$ cat config.mk
export PLATFORM = sky130hd
export DESIGN_NAME = pulse_emitter
export DESIGN_NICKNAME = d
export VERILOG_FILES = /design/src/rtl/pulse_emitter.sv
export SDC_FILE = /design/constraint.sdc
export NUM_CORES = 1
export LEC_CHECK = 0
export BUFFER_PORTS_ARGS = -buffer_cell sky130_fd_sc_hd__buf_2
export CORE_UTILIZATION = 38
export DETAILED_ROUTE_END_ITERATION = 12
export PLACE_DENSITY = 0.58
export SLEW_MARGIN = 25
export SYNTH_ARGS = -nofsm -noshare
export SYNTH_HDL_FRONTEND = slang
export SYNTH_SLANG_ARGS = --single-unit
$ cat constraint.sdc
create_clock -name iCLK -period 4.2 [get_ports iCLK]
set_input_delay 0.21 -clock iCLK [delete_from_list [all_inputs] [get_ports iCLK]]
set_output_delay 0.21 -clock iCLK [all_outputs]
set_load 0.05 [all_outputs]
$ cat src/rtl/pulse_emitter.sv
// pulse_emitter: fixed-length active-low pulse followed by a holdoff window.
// Define PULSE_EMITTER_PENDING_EN to queue one request that arrives while busy.
module pulse_emitter #(
  parameter logic [15:0] PULSE_LEN   = 16'h00ff,
  parameter logic [15:0] HOLDOFF_LEN = 16'hf00f
) (
  input  logic iCLK,
  input  logic iRST_n,
  input  logic iTRIG,
  output logic oPULSE_n,
  output logic oBUSY,
  output logic oDONE,
  output logic oDROP
);

  // A zero pulse length still produces a one-cycle pulse.
  localparam logic [15:0] PULSE_LAST   = (PULSE_LEN == 16'd0) ? 16'd0 : PULSE_LEN - 16'd1;
  localparam logic [15:0] HOLDOFF_LAST = (HOLDOFF_LEN == 16'd0) ? 16'd0 : HOLDOFF_LEN - 16'd1;
  localparam logic        NO_HOLDOFF   = (HOLDOFF_LEN == 16'd0);

  typedef enum logic [1:0] {
    IDLE    = 2'd0,
    ASSERT  = 2'd1,
    HOLDOFF = 2'd2
  } state_t;

  state_t      stateReg, stateNext;
  logic [15:0] cntReg, cntNext, cntInc;
  logic        dropStageReg, dropStageNext;
  logic        doneNext;
  logic        busyReq;
  logic        lastCycle;
`ifdef PULSE_EMITTER_PENDING_EN
  logic        pendReg, pendNext;
`endif

  always_comb begin
    cntInc        = (cntReg == 16'hffff) ? cntReg : cntReg + 16'd1;
    busyReq       = iTRIG && (stateReg != IDLE);
    stateNext     = stateReg;
    cntNext       = cntInc;
    doneNext      = 1'b0;
    lastCycle     = 1'b0;
    dropStageNext = 1'b0;
`ifdef PULSE_EMITTER_PENDING_EN
    pendNext      = pendReg;
`endif

    case (stateReg)
      IDLE: begin
        cntNext = 16'd0;
        if (iTRIG) stateNext = ASSERT;
      end
      ASSERT: begin
        if (cntReg == PULSE_LAST) begin
          cntNext = 16'd0;
          if (NO_HOLDOFF) lastCycle = 1'b1;
          else            stateNext = HOLDOFF;
        end
      end
      HOLDOFF: begin
        if (cntReg == HOLDOFF_LAST) lastCycle = 1'b1;
      end
      default: begin
        stateNext = IDLE;
        cntNext   = 16'd0;
      end
    endcase

`ifdef PULSE_EMITTER_PENDING_EN
    // A request seen on the exit edge itself still counts as pending.
    pendNext      = pendReg | busyReq;
    dropStageNext = busyReq && pendReg;
    if (lastCycle) begin
      doneNext = 1'b1;
      cntNext  = 16'd0;
      if (pendNext) begin
        stateNext = ASSERT;
        pendNext  = 1'b0;
      end else begin
        stateNext = IDLE;
      end
    end
`else
    dropStageNext = busyReq;
    if (lastCycle) begin
      doneNext  = 1'b1;
      cntNext   = 16'd0;
      stateNext = IDLE;
    end
`endif
  end

  // Outputs are registered from the next state so they change on the same edge.
  always_ff @(posedge iCLK or negedge iRST_n) begin
    if (!iRST_n) begin
      stateReg     <= IDLE;
      cntReg       <= 16'd0;
      dropStageReg <= 1'b0;
      oPULSE_n     <= 1'b1;
      oBUSY        <= 1'b0;
      oDONE        <= 1'b0;
      oDROP        <= 1'b0;
    end else begin
      stateReg     <= stateNext;
      cntReg       <= cntNext;
      dropStageReg <= dropStageNext;
      oPULSE_n     <= (stateNext != ASSERT);
      oBUSY        <= (stateNext != IDLE);
      oDONE        <= doneNext;
      oDROP        <= dropStageReg;
    end
  end

`ifdef PULSE_EMITTER_PENDING_EN
  always_ff @(posedge iCLK or negedge iRST_n) begin
    if (!iRST_n) pendReg <= 1'b0;
    else         pendReg <= pendNext;
  end
`endif

endmodule
==> run summary, run 1 <==
===================================================================================
Outcome                                                                   completed
CP cell instances                                                      or4_1 > or4_4 > a21oi_4 > a21boi_0
Least-Margin Pin Slew                                                     0.8140 ns
Synthesized cell area                                                     1320 um^2
Standard cell core area                                                   3337 um^2
Crit. path cell count                                                             4
Terminus of the critical flop-to-flop path                              stateReg[0]
# fillers                                                                       331
Initial Utilization                                                          39.56%
Final Slew Violations                                                             0
Sequential cell area                                                     576.8 um^2
Simple logic cell fraction of the synthesized area                           27.39%
Largest family of logic cells by synthesized area                      simple AND/OR/NAND/NOR gates
Clk slew on worst S/H paths                                                 0.12 ns
Count of placed standard cells in the final layout, fillers left out            188
Detail Placement HPWL                                                       2029 um
Adder-cell share of the synthesized area                                     5.687%
Routed wire length per instance                                            14.70 um
Total buffers and inverters traversed by the critical path                        0
Max-slew headroom                                                            45.28%
Number of max-cap violations                                                      0
Via count                                                                      1098
First-pass GRT wire length                                                  4643 um
Power Dens Cells                                                       233.4 nW/um^2
Worst clock skew                                                        0.001604 ns
Standard cell area after detailed placement                               1393 um^2
Final GP Congestion                                                          0.8247
Slowest cell on the critical path                                             or4_1
Die Span X                                                                 60.94 um
Shortest clock period the worst path allows after layout                   2.207 ns
Setup repair after global routing missed its margin                              no
Cell area after layout                                                    1429 um^2
Syn_nets                                                                        142
CP startpoint kind                                                         register
Area overhead of the layout relative to synthesis                            8.246%
Antenna diode count                                                               0
Share of post-route cells with drive strength above 1                        12.68%
Post-placement cell count                                                       183
Number of unique standard cell types used by synthesis                           37
H-tree level count                                                                1
Iteration count of the initial detailed-routing pass                              4
CTS tree                                                                        yes
Leakage power summed over all cells                                    0.0006019 uW
Antenna-violating nets left                                                       0
Post-synthesis compound-gate area fraction                                   18.86%
Vertical extent of the die                                                 60.94 um
Share of the clock period used by the worst path after layout                52.55%
Total clock buffers created by CTS                                                3
Drt drc                                                                           0
Later-pin clock latency in the skew report                                  0.31 ns
Nets@finish                                                                     152
Worst r2r src                                                            cntReg[12]
Top achievable clock speed                                               0.4530 GHz
Worst ir drop on vdd                                                       75.00 uV
Crit path from                                                           cntReg[12]
Kind of critical path                                                    reg -> reg
Crit path required time                                                     4.38 ns
Gate Count Post-Synth                                                           133
CTS root buffer                                                            clkbuf_4
Final count of hold timing violations                                             0
Cell family with the largest share of critical-path delay              simple AND/OR/NAND/NOR gates
Share of synthesized area spent on multiplexers                                  0%
Number of top-level pins                                                          7
Initial antenna violation count                                                   0
Critical path endpoint category                                            register
Routed WL                                                                   2764 um
Accumulated negative setup slack                                               0 ns
Count of yosys warnings during synthesis                                          0
Delay of the slowest cell on the worst path                                 0.55 ns
Setup violators final                                                             0
Vias in the first global route                                                 1076
Pin count of the biggest net entering global routing                             24
Area occupied by multi-input gates                                       694.4 um^2
Post-detailed-route via-to-cell ratio                                         5.840
Class of the tightest hold or removal check                               in -> reg
Crit path capture                                                       stateReg[0]
Number of cell instances on the worst register-to-register path                   4
Setup slack, reg-to-reg                                                     1.99 ns
Total clock sinks                                                                23
Remaining global-route overflow                                                   0
Maximum buffer depth of the clock tree                                            2
Global routing usage summed across all routing layers                        16.93%
Seq/Total Area, Yosys                                                        43.70%
Drt first-iter violations                                                        43
Die Footprint                                                             3714 um^2
Number of port buffers                                                            6
Post-synthesis register bit count                                                23
Number of placement rows                                                         21
Average cell area after synthesis                                        9.925 um^2
Arrival time worst endpoint                                                 2.39 ns
Xor-xnor portion of the synthesized cell area                               0.6635%
Critical path peak fanout                                                        17
===================================================================================
where the power goes:
group / internal [uW] / leakage, uW / total (uW) / switching [uW]
logic: 1.85 / 0.000298 / 8.52 / 6.67
registers: 222 / 0.000288 / 223 / 0.204
clock network: 37.1 / 0.0000150 / 102 / 65.4
cell usage in the layout (no fill, tap or decap), types with 2 or more instances in the layout:
cell        n
a21oi_1     2
nand3_1     4
o31ai_1     6
or3_1       4
o21ai_0     3
nor4_1      5
inv_1       9
buf_2       6
dfrtp_1    22
nor2b_1     3
a21boi_0    2
nand4_1     5
nor3_1      6
nand2_1     4
clkbuf_4    3
or4_1       7
and3_1      4
a211oi_1    7
ha_1        6
a2111oi_0   4
nor2_1     12
cells in the mapped netlist (all sizes together):
cell / count / area [um^2]
o31ai: 6 / 45.04
inv: 9 / 33.78
a2111oi: 4 / 35.03
nand4b: 1 / 8.760
nor3: 6 / 30.03
buf: 1 / 11.26
a21boi: 2 / 15.01
o21ai: 3 / 15.01
nand4: 6 / 43.79
a211oi: 7 / 52.55
a311oi: 2 / 23.77
or4: 8 / 63.81
nand3: 4 / 20.02
nor4b: 1 / 8.760
o311ai: 1 / 8.760
o211a: 1 / 10.01
dfrtp: 22 / 550.5
a31o: 1 / 8.760
nor2: 12 / 45.04
a22o: 1 / 8.760
ha: 6 / 75.07
clkbuf: 1 / 3.750
a21oi: 3 / 26.28
xnor2: 1 / 8.760
and3: 5 / 32.53
nor2b: 3 / 18.77
dfstp: 1 / 26.28
or3: 4 / 25.02
nor4: 6 / 43.79
nand2: 4 / 15.01
or2: 1 / 6.260
cells by family (layout without fill, tap and decap cells):
kind of cell | after synthesis | in the layout
compound gates | 31 | 31
xor+xnor | 1 | 1
fa+ha+maj | 6 | 6
buf+inv | 11 | 20
flops | 23 | 23
simple gates | 61 | 61
registers in the layout (all words and copies together), names as in the netlist:
name          cells
oDONE             1
stateReg          2
dropStageReg      1
oBUSY             1
oPULSE_n          1
cntReg           16
oDROP             1
cell type report:
| type | instances | share of cell area (%) |
|---|---|---|
| timing repair buffer | 7 | 2.802 |
| sequential | 23 | 40.37 |
| multi-input combinational | 99 | 48.60 |
| clock buffer | 4 | 1.839 |
| tap | 46 | 4.028 |
| inverter | 9 | 2.364 |
layer usage:
metal / vias up / wire [um] / GRT usage, %
li1: 539 / - / -
met4: 0 / 37 / 7.143
met3: 5 / 67 / 2.772
met1: 533 / 1314 / 20.47
met5: - / 0 / 0
met2: 21 / 1344 / 29.67
worst min path at each step:
stage	start	end	slack, ns	cells after the start
after CTS	iTRIG	dropStageReg	0.15	2
after global placement	iRST_n	dropStageReg	0.20	1
after detailed placement	iRST_n	oDROP	0.21	1
after floorplan	iRST_n	cntReg[0]	-0.09	0
final	iTRIG	dropStageReg	0.16	2
after global routing	iTRIG	dropStageReg	0.15	2
repair_timing:
action	4_1_cts	5_1_grt
endpoints found under the hold margin	22	0
hold buffers	1	0
buffers inserted	0	0
resized for setup	0	0
through the flow:
stage	hold WS, ns	setup slack, ns	util [%]	total power, uW
final	0.1634	1.993	42.82	333.6
after global routing	0.1474	1.771	42.82	352.7
after CTS	0.1520	1.986	42.82	341.0
after detailed placement	0.2098	2.006	41.73	235.1
after global placement	0.2047	2.043	41.73	235.0
after floorplan	-0.08559	2.241	-	229.0
Note: power is estimated with default switching activity, not from simulation.
==> run 2: changes to the inputs <==
--- a/config.mk
+++ b/config.mk
@@ -8,7 +8,7 @@
 export BUFFER_PORTS_ARGS = -buffer_cell sky130_fd_sc_hd__buf_2
 export CORE_UTILIZATION = 38
 export DETAILED_ROUTE_END_ITERATION = 12
-export PLACE_DENSITY = 0.58
+export PLACE_DENSITY = 0.6
 export SLEW_MARGIN = 25
 export SYNTH_ARGS = -nofsm -noshare
 export SYNTH_HDL_FRONTEND = slang
==> constraint.sdc (replaced) <==
create_clock -name iCLK -period 1.9 [get_ports iCLK]
set_input_delay 0.095 -clock iCLK [delete_from_list [all_inputs] [get_ports iCLK]]
set_output_delay 0.095 -clock iCLK [all_outputs]
set_load 0.05 [all_outputs]
==> run 2 against run 1 <==
  * The run now ends with setup timing left
  * Flip-flop and latch count unchanged
  * Critical path depth unchanged
  * Sequential power increased by 120%
  * Combinational power increased by 130%
  * Via count increased by 13%
  * Sequential share of layout area decreased by 7.1 points
  * Global-route usage increased by 2.4 points
  * Clock-buffer cell count decreased by 1
  * Critical path type unchanged
==> run summary, run 2 (synthesis results as in run 1) <==
==================================================================================
Outcome                                                               finished with violations
Failing checks                                                        setup timing
Setup slack, reg-to-reg                                                   -0.09 ns   -2.08 ns
Remaining global-route overflow                                                  0   unchanged
Cell family with the largest share of critical-path delay             simple AND/OR/NAND/NOR gates
Vertical extent of the die                                                60.94 um   unchanged
DP Worst Slack                                                         -0.07436 ns   -2.080 ns
Biggest registers after layout                                        cntReg (16), stateReg (2)
First-pass GRT wire length                                                 5299 um   +14%
Setup violators final                                                           18   +18
Routed wire length per instance                                           15.59 um   +6.0%
Die Footprint                                                            3714 um^2   unchanged
Drt drc                                                                          0   unchanged
Power Dens Cells                                                      433.9 nW/um^2   +86%
Top register by number of flip-flops                                        cntReg
Number of placement rows                                                        21   unchanged
Leakage power summed over all cells                                   0.0007563 uW   +26%
Shortest clock period the worst path allows after layout                  1.992 ns   -0.2153 ns
Initial Utilization                                                         39.56%   unchanged
Detail Placement HPWL                                                      2287 um   +13%
Class of the tightest hold or removal check                              in -> reg
Area overhead of the layout relative to synthesis                           31.28%
Flip-flop count of the largest register, all copies and words added             16   unchanged
Maximum buffer depth of the clock tree                                           2   unchanged
Delay of the slowest cell on the worst path                                0.52 ns   -0.03 ns
Global routing usage summed across all routing layers                       19.37%   +2.4 points
Clk slew on worst S/H paths                                                0.13 ns   about the same
Number of top-level pins                                                         7   unchanged
Share of the clock period used by the worst path after layout               104.8%   +52 points
Max-slew headroom                                                           63.98%   +19 points
Number of cell instances on the worst register-to-register path                  4   unchanged
Slowest cell on the critical path                                            or4_1
Accumulated negative setup slack                                         -1.198 ns   -1.198 ns
Worst Hold Path EP                                                    dropStageReg
Setup repair after global routing missed its margin                            yes
Routed WL                                                                  3351 um   +21%
Worst hold stages                                                                2   unchanged
Commonest cells after routing, fill and taps aside                    buf_4 (24), dfrtp_1 (22), nor2_1 (12)
Total clock sinks                                                               23   unchanged
Share of post-route cells with drive strength above 1                       33.14%   +20 points
CTS tree                                                                       yes
Total clock buffers created by CTS                                               3   unchanged
# fillers                                                                      298   -10%
Top achievable clock speed                                              0.5020 GHz   +11%
Critical path endpoint category                                           register
Initial antenna violation count                                                  0   unchanged
Number of max-cap violations                                                     0   unchanged
Worst r2r src                                                           cntReg[12]
Worst-case setup margin in the final layout                            -0.09203 ns   -2.085 ns
Post-detailed-route via-to-cell ratio                                        5.795   -0.77%
Crit path required time                                                    2.13 ns   -2.25 ns
Antenna diode count                                                              0   unchanged
Die Span X                                                                60.94 um   unchanged
Terminus of the critical flop-to-flop path                                   oBUSY
Arrival time worst endpoint                                                2.22 ns   -0.17 ns
Antenna-violating nets left                                                      0   unchanged
Critical path peak fanout                                                        3   -14
Vias in the first global route                                                1150   +6.9%
Via count                                                                     1246   +13%
Number of port buffers                                                           6   unchanged
Final count of hold timing violations                                            0   unchanged
Total buffers and inverters traversed by the critical path                       0   unchanged
Least-Margin Pin Slew                                                    0.5404 ns   -0.2737 ns
Final GP Congestion                                                         0.8350   +1.2%
Worst ir drop on vdd                                                      177.8 uV   +140%
Worst clock skew                                                       0.006829 ns   +0.005225 ns
Commonest non-fill, non-tap cell in the layout                               buf_4
Final Slew Violations                                                            0   unchanged
Hold_sp                                                                      iTRIG
Kind of critical path                                                   reg -> reg
Pin count of the biggest net entering global routing                            24   unchanged
Iteration count of the initial detailed-routing pass                             5   +1
Nets@finish                                                                    179   +18%
CTS root buffer                                                           clkbuf_4
CP startpoint kind                                                        register
Later-pin clock latency in the skew report                                 0.32 ns   about the same
Drt first-iter violations                                                       38   -12%
H-tree level count                                                               1   unchanged
CP cell instances                                                     or4_1 > or4_4 > a22o_1 > a311oi_2
Standard cell core area                                                  3337 um^2   unchanged
==================================================================================
## run 2: cell types whose count changed in the layout (fill, tap and decap cells not counted), moves of 2 or more
cell	change
a2111oi_0	-4
a2111oi_1	+4
a211oi_1	-3
a211oi_2	+3
buf_12	+2
buf_4	+24
nor3_1	-2
nor3_2	+2
## run 2: worst max path at each step
stage | start | endpoint | slack (ns) | depth (start not counted)
global placement | cntReg[12] | oBUSY | -0.01 | 4
CTS | cntReg[12] | oBUSY | -0.10 | 4
floorplan | cntReg[12] | oBUSY | -0.06 | 4
global route | cntReg[1] | cntReg[14] | -0.15 | 6
finish | cntReg[12] | oBUSY | -0.09 | 4
detailed placement | cntReg[12] | oBUSY | -0.07 | 4
## run 2: area by class of cell
type	count	area (um^2)	share of cell area, %
multi-input cells	99	752.0	43.39
flip-flops and latches	23	576.8	33.29
repair buffers	34	285.3	16.46
well taps	46	57.56	3.321
inverters	9	33.78	1.949
clock buffers	3	22.52	1.300
clock inverters	1	5.005	0.2888
## run 2: power by group
part / internal (uW) / total (uW) / switching (uW) / leakage, uW
logic: 4.09 / 19.6 / 15.5 / 0.000450
registers: 492 / 492 / 0.456 / 0.000288
clock network: 78.8 / 240 / 161 / 0.0000177
## run 2: stage by stage
step	area (um^2)	power, uW	instances	utilization, %	hold slack, ns
CTS	1660	758.6	213	49.76	0.04031
global placement	1620	519.9	208	48.56	0.09815
finish	1733	751.9	215	51.93	0.05318
floorplan	1335	506.2	133	-	-0.2006
detailed placement	1620	520.4	208	48.56	0.1078
global route	1733	780.9	215	51.93	0.03484
## run 2: what timing repair did
item                                    in CTS  in global routing
gates cloned                                 0                  1
hold endpoints to repair                    22                  0
resized for setup                            2                 11
setup buffers                                0                  1
hold buffers                                 1                  0
endpoints found under the setup margin      17                 20
## run 2: per-layer routing
layer	wire length (um)	global-route usage (%)	vias up
met5	0	0	-
met4	42	6.818	0
met3	92	2.772	6
met2	1706	32.65	28
met1	1510	25.36	617
li1	-	-	595
## run 2: worst reg2reg max path, cell delays in order (launching register included)
cell	delay, ns
dfrtp_1	0.40
or4_1	0.53
or4_4	0.47
a22o_1	0.26
a311oi_2	0.26
